$ cat src/rtl/mem_array_pkg.sv
// Shared op codes, sequencer states and default geometry for the memory-array sequencer.
package mem_array_pkg;

  localparam int DEF_ROWS   = 8;
  localparam int DEF_DATA_W = 8;

  typedef enum logic [1:0] {
    OP_LOAD  = 2'b00,
    OP_READ  = 2'b01,
    OP_CLEAR = 2'b10,
    OP_ACCUM = 2'b11
  } op_e;

  typedef enum logic [2:0] {
    S_IDLE   = 3'd0,
    S_LOAD   = 3'd1,
    S_RDBL   = 3'd2,
    S_CLEAR  = 3'd3,
    S_ACC_RD = 3'd4,
    S_ACC_WR = 3'd5,
    S_DONE   = 3'd6
  } state_e;

endpackage

$ cat src/rtl/bit_serial_adder.sv
// One-bit full adder with a carry flop; processes one row of the serial word per enable.
module bit_serial_adder (
  input  logic clk,
  input  logic rst_n,
  input  logic clr,
  input  logic en,
  input  logic a,
  input  logic b,
  output logic sum,
  output logic carry
);

  logic cout;

  assign sum  = a ^ b ^ carry;
  assign cout = (a & b) | (carry & (a ^ b));

  // Carry flop: cleared at the start of a new accumulation, advanced once per row.
  always_ff @(posedge clk) begin
    if (!rst_n)   carry <= 1'b0;
    else if (clr) carry <= 1'b0;
    else if (en)  carry <= cout;
  end

endmodule

$ cat src/rtl/mem_array_serial_ctrl.sv
// Command sequencer driving the 8x8 memory array control lines (GWL/Write/READ/Clr,
// RWL/WWL) and the bit-serial add-back loop between ToAdder and FromAdder.
module mem_array_serial_ctrl
  import mem_array_pkg::*;
#(
  parameter int ROWS   = DEF_ROWS,
  parameter int DATA_W = DEF_DATA_W
) (
  input  logic              clk,
  input  logic              rst_n,
  input  logic              cmd_valid,
  output logic              cmd_ready,
  input  logic [1:0]        cmd_op,
  input  logic [DATA_W-1:0] cmd_data,
  output logic              busy,
  output logic              done,
  output logic [DATA_W-1:0] rd_data,
  output logic              carry_out,
  output logic [DATA_W-1:0] DataIn,
  output logic [ROWS-1:0]   RWL,
  output logic [ROWS-1:0]   WWL,
  output logic              GWL,
  output logic              READ,
  output logic              Write,
  output logic              Clr,
  output logic              FromAdder,
  input  logic [DATA_W-1:0] DataOut,
  input  logic              ToAdder
);

  localparam int RW = (ROWS > 1) ? $clog2(ROWS) : 1;

  state_e            state;
  logic [RW-1:0]     row;
  logic [RW-1:0]     row_nxt;
  logic [DATA_W-1:0] data_lat;
  logic              add_b;
  logic              add_sum;
  logic              add_carry;
  logic              add_clr;
  logic              add_en;

  // Addend bit for a row; rows beyond the data width add zero.
  function automatic logic addend_bit(input logic [DATA_W-1:0] d, input logic [RW-1:0] r);
    logic b;
    b = 1'b0;
    for (int i = 0; i < DATA_W; i++) begin
      if (i == int'(r)) b = d[i];
    end
    return b;
  endfunction

  // One-hot wordline decode of a row index.
  function automatic logic [ROWS-1:0] onehot(input logic [RW-1:0] r);
    logic [ROWS-1:0] v;
    for (int i = 0; i < ROWS; i++) begin
      v[i] = (i == int'(r));
    end
    return v;
  endfunction

  assign row_nxt = row + 1'b1;
  assign add_b   = addend_bit(data_lat, row);
  assign add_clr = (state == S_IDLE) && cmd_valid && cmd_ready && (op_e'(cmd_op) == OP_ACCUM);
  assign add_en  = (state == S_ACC_RD);

  bit_serial_adder u_adder (
    .clk   (clk),
    .rst_n (rst_n),
    .clr   (add_clr),
    .en    (add_en),
    .a     (ToAdder),
    .b     (add_b),
    .sum   (add_sum),
    .carry (add_carry)
  );

  // Sequencer FSM; every array control line is a registered output of the next state.
  always_ff @(posedge clk) begin
    if (!rst_n) begin
      state     <= S_IDLE;
      row       <= '0;
      data_lat  <= '0;
      cmd_ready <= 1'b1;
      busy      <= 1'b0;
      done      <= 1'b0;
      rd_data   <= '0;
      carry_out <= 1'b0;
      DataIn    <= '0;
      RWL       <= '0;
      WWL       <= '0;
      GWL       <= 1'b0;
      READ      <= 1'b0;
      Write     <= 1'b0;
      Clr       <= 1'b0;
      FromAdder <= 1'b0;
    end else begin
      done      <= 1'b0;
      DataIn    <= '0;
      RWL       <= '0;
      WWL       <= '0;
      GWL       <= 1'b0;
      READ      <= 1'b0;
      Write     <= 1'b0;
      Clr       <= 1'b0;
      FromAdder <= 1'b0;
      case (state)
        S_IDLE: begin
          if (cmd_valid && cmd_ready) begin
            data_lat  <= cmd_data;
            cmd_ready <= 1'b0;
            busy      <= 1'b1;
            case (op_e'(cmd_op))
              OP_LOAD: begin
                state  <= S_LOAD;
                GWL    <= 1'b1;
                Write  <= 1'b1;
                DataIn <= cmd_data;
              end
              OP_READ: begin
                state <= S_RDBL;
                GWL   <= 1'b1;
                READ  <= 1'b1;
              end
              OP_CLEAR: begin
                state <= S_CLEAR;
                Clr   <= 1'b1;
              end
              default: begin
                state     <= S_ACC_RD;
                row       <= '0;
                carry_out <= 1'b0;
                RWL       <= onehot('0);
              end
            endcase
          end
        end
        S_LOAD, S_CLEAR: begin
          state <= S_DONE;
          done  <= 1'b1;
        end
        S_RDBL: begin
          rd_data <= DataOut;
          state   <= S_DONE;
          done    <= 1'b1;
        end
        S_ACC_RD: begin
          FromAdder <= add_sum;
          WWL       <= onehot(row);
          state     <= S_ACC_WR;
        end
        S_ACC_WR: begin
          if (int'(row) == ROWS - 1) begin
            carry_out <= add_carry;
            state     <= S_DONE;
            done      <= 1'b1;
          end else begin
            row   <= row_nxt;
            RWL   <= onehot(row_nxt);
            state <= S_ACC_RD;
          end
        end
        S_DONE: begin
          busy      <= 1'b0;
          cmd_ready <= 1'b1;
          state     <= S_IDLE;
        end
        default: begin
          busy      <= 1'b0;
          cmd_ready <= 1'b1;
          state     <= S_IDLE;
        end
      endcase
    end
  end

endmodule
$ cat config.mk
export PLATFORM = sky130hd
export DESIGN_NAME = mem_array_serial_ctrl
export DESIGN_NICKNAME = d
export VERILOG_FILES = /design/src/rtl/mem_array_pkg.sv /design/src/rtl/bit_serial_adder.sv /design/src/rtl/mem_array_serial_ctrl.sv
export SDC_FILE = /design/constraint.sdc
export NUM_CORES = 1
export LEC_CHECK = 0
export BUFFER_PORTS_ARGS = -buffer_cell sky130_fd_sc_hd__clkbuf_2
export CORE_MARGIN = 3
export CORE_UTILIZATION = 55
export CTS_CLUSTER_DIAMETER = 60
export DETAILED_ROUTE_END_ITERATION = 12
export PLACE_DENSITY = 0.83
export SYNTH_ARGS = -nofsm -noshare
export SYNTH_HDL_FRONTEND = slang
export SYNTH_SLANG_ARGS = --single-unit
$ cat constraint.sdc
create_clock -name clk -period 3.6 [get_ports clk]
set_input_delay 0.54 -clock clk [delete_from_list [all_inputs] [get_ports clk]]
set_output_delay 0.54 -clock clk [all_outputs]
set_load 0.01 [all_outputs]
Word-level counts from Yosys, hierarchy flattened

Cells that the tools add are included.

Register bits after elaboration: 56
Input port bits: 22
Logic and storage cells: 107

Add/sub/neg operators: 1
Equality and inequality tests: 27
Multiplexer cells: 34
Bitwise operators: 7
Reductions and logical operators: 21

Operator list:

| kind                | number |
|---|---|
| $eq 3x3->1 const A  | 8 |
| $mux 1              | 20 |
| $pmux 8 s2          | 1 |
| $eq 2x3->1 const A  | 4 |
| $mux 3              | 4 |
| $pmux 3 s4          | 1 |
| $reduce_and 4->1    | 3 |
| $logic_not 3->1     | 3 |
| $pmux 3 s3          | 1 |
| $mux 8              | 1 |
| $pmux 1 s2          | 4 |
| $eq 1x3->1 const A  | 2 |
| $eq 3x1->1 const B  | 2 |
| $eq 3x2->1 const B  | 2 |
| $eq 3x3->1 const B  | 2 |
| $ne 2x2->1 const B  | 3 |
| $pmux 3 s2          | 1 |
| $reduce_and 2->1    | 3 |
| $reduce_or 3->1     | 2 |
| $reduce_or 5->1     | 1 |
| $eq 2x2->1 const B  | 2 |
| $logic_and 1x1->1   | 4 |
| $reduce_or 2->1     | 2 |
| $add 3x1->3 const B | 1 |
| 10 further kinds    | 13 |

Depth between registers and ports, before layout

Depth in word-level cells: 12
Gate-level depth with buffers: 10
Depth with buffers taken out: 9

Hierarchy

A second synthesis with hierarchy kept.

Cells, all modules: 224
Area, all modules: 2,190.9 sq um

By module, submodules not included:

| module                | times used | cells each | area an instance (sq um) | sequential area each (sq um) |
|---|---|---|---|---|
| mem_array_serial_ctrl | 1          | 220        | 2,128.3                  | 1,101.1 |
| bit_serial_adder      | 1          | 4          | 62.6                     | 20.0 |

Least setup slack after synthesis

No wires, ideal clock.

Path kind: register to register
From: register row[0]
To: register FromAdder
Library setup time: 65 ps
Arrival time: 1,962 ps
Path slack: 1,572 ps
Cell stages (with the launch flop): 9
Path buffers: 0
Clock period less this slack: 2,028 ps
Path through: dfxtp_1 -> inv_1 -> ha_1 -> nor2b_1 -> a221oi_1 -> o22ai_1 -> a221oi_1 -> fa_1 -> nor2_1

Word-level cells in the longest chain between the ends: 11
Elaborated cells between the ends (all ways): 18
Those cells by class: 7 x eq/ne; 8 x mux; 2 x bitwise; 1 x reduce/logical

Ends and longest elaborated chain:

| item                        | line                         | RTL |
|---|---|---|
| start: declaration          | mem_array_serial_ctrl.sv:34  | `logic [RW-1:0] row;` |
| start signal: assignment    | mem_array_serial_ctrl.sv:158 | `row <= row_nxt;` |
| $logic_not 3->1             | mem_array_serial_ctrl.sv:48  | `if (i == int'(r)) b = d[i];` |
| $mux 1 (7 in series)        | mem_array_serial_ctrl.sv:48  |  |
| $mux 1 *                    | mem_array_serial_ctrl.sv:48  |  |
| $xor 1x1->1 * (2 in series) | bit_serial_adder.sv:15       | `assign sum = a ^ b ^ carry;` |
| end signal: assignment      | mem_array_serial_ctrl.sv:148 | `FromAdder <= add_sum;` |
| end: declaration            | mem_array_serial_ctrl.sv:26  | `output logic FromAdder,` |

Mark *: on every way between the ends. The rest lies on a longest branch, timed or not.
A chain may end at the register's enable or synchronous reset.

Worst setup path in the final report

Ends and elaborated chain as after synthesis.

==> out/metrics.yaml <==
synth_nets: 262
syn_to_final_growth_pct: 18.3
design.core.area_sq_um: 3800
drt_iter0_drc: 78
criticalPathCategory: "reg2reg"
powerDensity_nw_per_um2: 521
power.total_w: 0.00139
cp.arrival_ps: 2470
required_ps: 3850
layout_common_cells: "clkbuf_2 (62), dfxtp_1 (56), nor2b_1 (20)"
vias: 1700
cts_root_buf: "clkbuf_8"
drc: 0
cts_sinks: 56
syn_avg_cell_area_sq_um: 10.0
post-route-min-period_ps: 2220
worst_slew_pin_slew_ps: 746
htreeDepth: 2
io_pins: 63
fp.dieH_um: 70.1
relSlewSlack_pct: 50.0
wire_per_inst_um: 12.5
start_util_pct: 59.4
post-route-period-util_pct: 61.7
synth_cells: 225
first_global_vias: 1597
max_stage_delay_ps: 470
syn-cell-area_sq_um: 2260
nets: 319
outcome: "complete, no violations"
critPathLaunchType: "flop"
startpoint: "row[0]$_SDFFE_PN0P_"
gp_congestion: 0.805
grt_antenna_before_repair: 0
r2r_slack_ps: 1380
reg2reg_from: "row[0]$_SDFFE_PN0P_"
worstPathCellList: "inv_1 -> ha_1 -> nor2b_1 -> a221oi_1 -> o22ai_1 -> a221oi_1 -> fa_1 -> nor2_1"
grt_pass1_wl_um: 6990
dp_hpwl_um: 3000
setup.worst_path.end: "FromAdder$_SDFF_PN0_"
tns_ps: 0
setup_viol_count_final: 0
wirelength_um: 4150
first_pass_iters: 4
cts_made_buffers: 5
maxCapViolCount: 0
layout-drive-gt1-share_pct: 25.4
cp-end-kind: "flop"
clk_path_buf_depth: 2
chipWidth_um: 70.1
r2r-end: "FromAdder$_SDFF_PN0_"
synth_cell_type_count: 34
report.final.slew_viol_count: 0
crit_slowest_cell: "fa_1"
die_area_sq_um: 4910
worst-r2r-cell-count: 8
crit_path_frequent_cell: "a221oi_1"
hp-class: "in2reg"
io_buffers: 62
overflow: 0
rows: 22
peakVddDrop_uv: 257
ys_seq_area_share_pct: 49.7
cts_tree: "done"
max_clock_freq_mhz: 450
ys_ff_latch: 56
cts.repair.resized: 0
ctsHoldBuffers: 0
rsz0062_at_grt: "false"
hold_viol_final: 0
cts.clk_slew.worst_paths_ps: 90
antenna_cells: 0
avgViaCountPerCell: 5.14
path_max_fanout: 6
ant_nets: 0
grt_max_degree: 32
yosysWarningCount: 0
cts_setup_buffers: 0
clock_skew_ps: 7.66
power.leakage_nw: 1.28
final_common_cell: "clkbuf_2"
grt_usage_pct: 17.5
clock_latency_ps: 310
power breakdown:
| group | switching, W | total, W | internal, W |
|---|---|---|---|
| Combinational | 0.000140 | 0.000265 | 0.000125 |
| Sequential | 0.0000552 | 0.000729 | 0.000674 |
| Clock | 0.000189 | 0.000396 | 0.000207 |
layout make-up:
type                       count  area [sq um]
clock buffer                   6          72.6
clock inverter                 2          35.0
fill                         301          1130
inverter                      13          48.8
multi-input combinational    144          1020
sequential                    56          1120
tap                           48          60.1
timing repair buffer          62           310
sequential cells by signal (all words and copies together) (netlist names), 3 cells and up:
name      cells
data_lat      8
WWL           8
DataIn        8
RWL           8
state         3
rd_data       8
row           3
kinds of logic after synthesis:
group | after synthesis | share of synthesized area [%]
adder cells (fa/ha/maj) | 15 | 8.65
AND/OR/NAND/NOR | 90 | 23.1
buffers and inverters | 25 | 5.04
flip-flops | 56 | 49.7
AO/OA/AOI/OAI | 23 | 6.49
multiplexers | 16 | 7.10
critical path: cells and delay by family, from the launching register on:
kind                       cells  cell delay [ps]
and+or+nand+nor                2              260
DFF                            1              400
buffers and inverters          1              100
AOI/OAI and AO/OA              3              670
adders and majority gates      2              730
cells in the mapped netlist:
cell | instances | area share [%]
o211ai_1 | 1 | 0.33
a221oi_1 | 2 | 0.78
nor2_1 | 14 | 2.3
and2_1 | 7 | 1.9
nor3b_1 | 2 | 0.66
nand4_1 | 1 | 0.28
a21boi_0 | 2 | 0.66
o22ai_1 | 1 | 0.28
o21a_1 | 3 | 1.0
nand4bb_1 | 1 | 0.50
o21ai_0 | 3 | 0.66
a21o_1 | 1 | 0.33
ha_1 | 14 | 7.8
inv_1 | 13 | 2.2
mux2i_1 | 16 | 7.1
a31oi_1 | 1 | 0.28
nand3b_1 | 1 | 0.33
buf_4 | 2 | 0.66
a21oi_1 | 8 | 1.8
and2_4 | 1 | 0.39
nor3_1 | 6 | 1.3
nor3b_2 | 1 | 0.55
and3_1 | 19 | 5.3
nand3_1 | 6 | 1.3
buf_2 | 4 | 0.89
o31a_1 | 1 | 0.39
dfxtp_1 | 56 | 50
nor2b_1 | 20 | 5.5
buf_6 | 1 | 0.50
nor2_4 | 1 | 0.50
nand2_1 | 8 | 1.3
fa_1 | 1 | 0.89
and3b_1 | 2 | 0.78
clkbuf_1 | 5 | 0.83
how the worst min path moves through the flow:
stage / cells past startpoint / endpoint / startpoint / slack (ps)
2_1_floorplan: 2 / carry_out$_SDFFE_PN0P_ / u_adder.carry$_SDFFE_PP0N_ / 460
3_3_place_gp: 2 / carry_out$_SDFFE_PN0P_ / carry_out$_SDFFE_PN0P_ / 450
3_5_place_dp: 2 / carry_out$_SDFFE_PN0P_ / carry_out$_SDFFE_PN0P_ / 480
4_1_cts: 2 / DataIn[5]$_SDFF_PN0_ / cmd_data[5] / 460
5_1_grt: 2 / DataIn[5]$_SDFF_PN0_ / cmd_data[5] / 450
6_report: 2 / DataIn[5]$_SDFF_PN0_ / cmd_data[5] / 460
per-stage QoR:
stage	setup WS, ps	utilization, %	instances	hold slack [ps]	area, sq um
after floorplan	1570	-	225	463	2260
after global placement	1460	67.5	323	453	2560
after detailed placement	1370	67.5	323	483	2560
after CTS	1370	70.3	331	459	2670
after global routing	1250	70.3	331	449	2670
final	1380	70.3	331	464	2670
layer usage:
layer / wire [um] / track usage [%]
met2: 2020 / 29.5
met4: 31 / 5.74
met1: 1780 / 20.6
met3: 321 / 6.04
met5: 0 / 0
(Power assumes the default switching activity.)
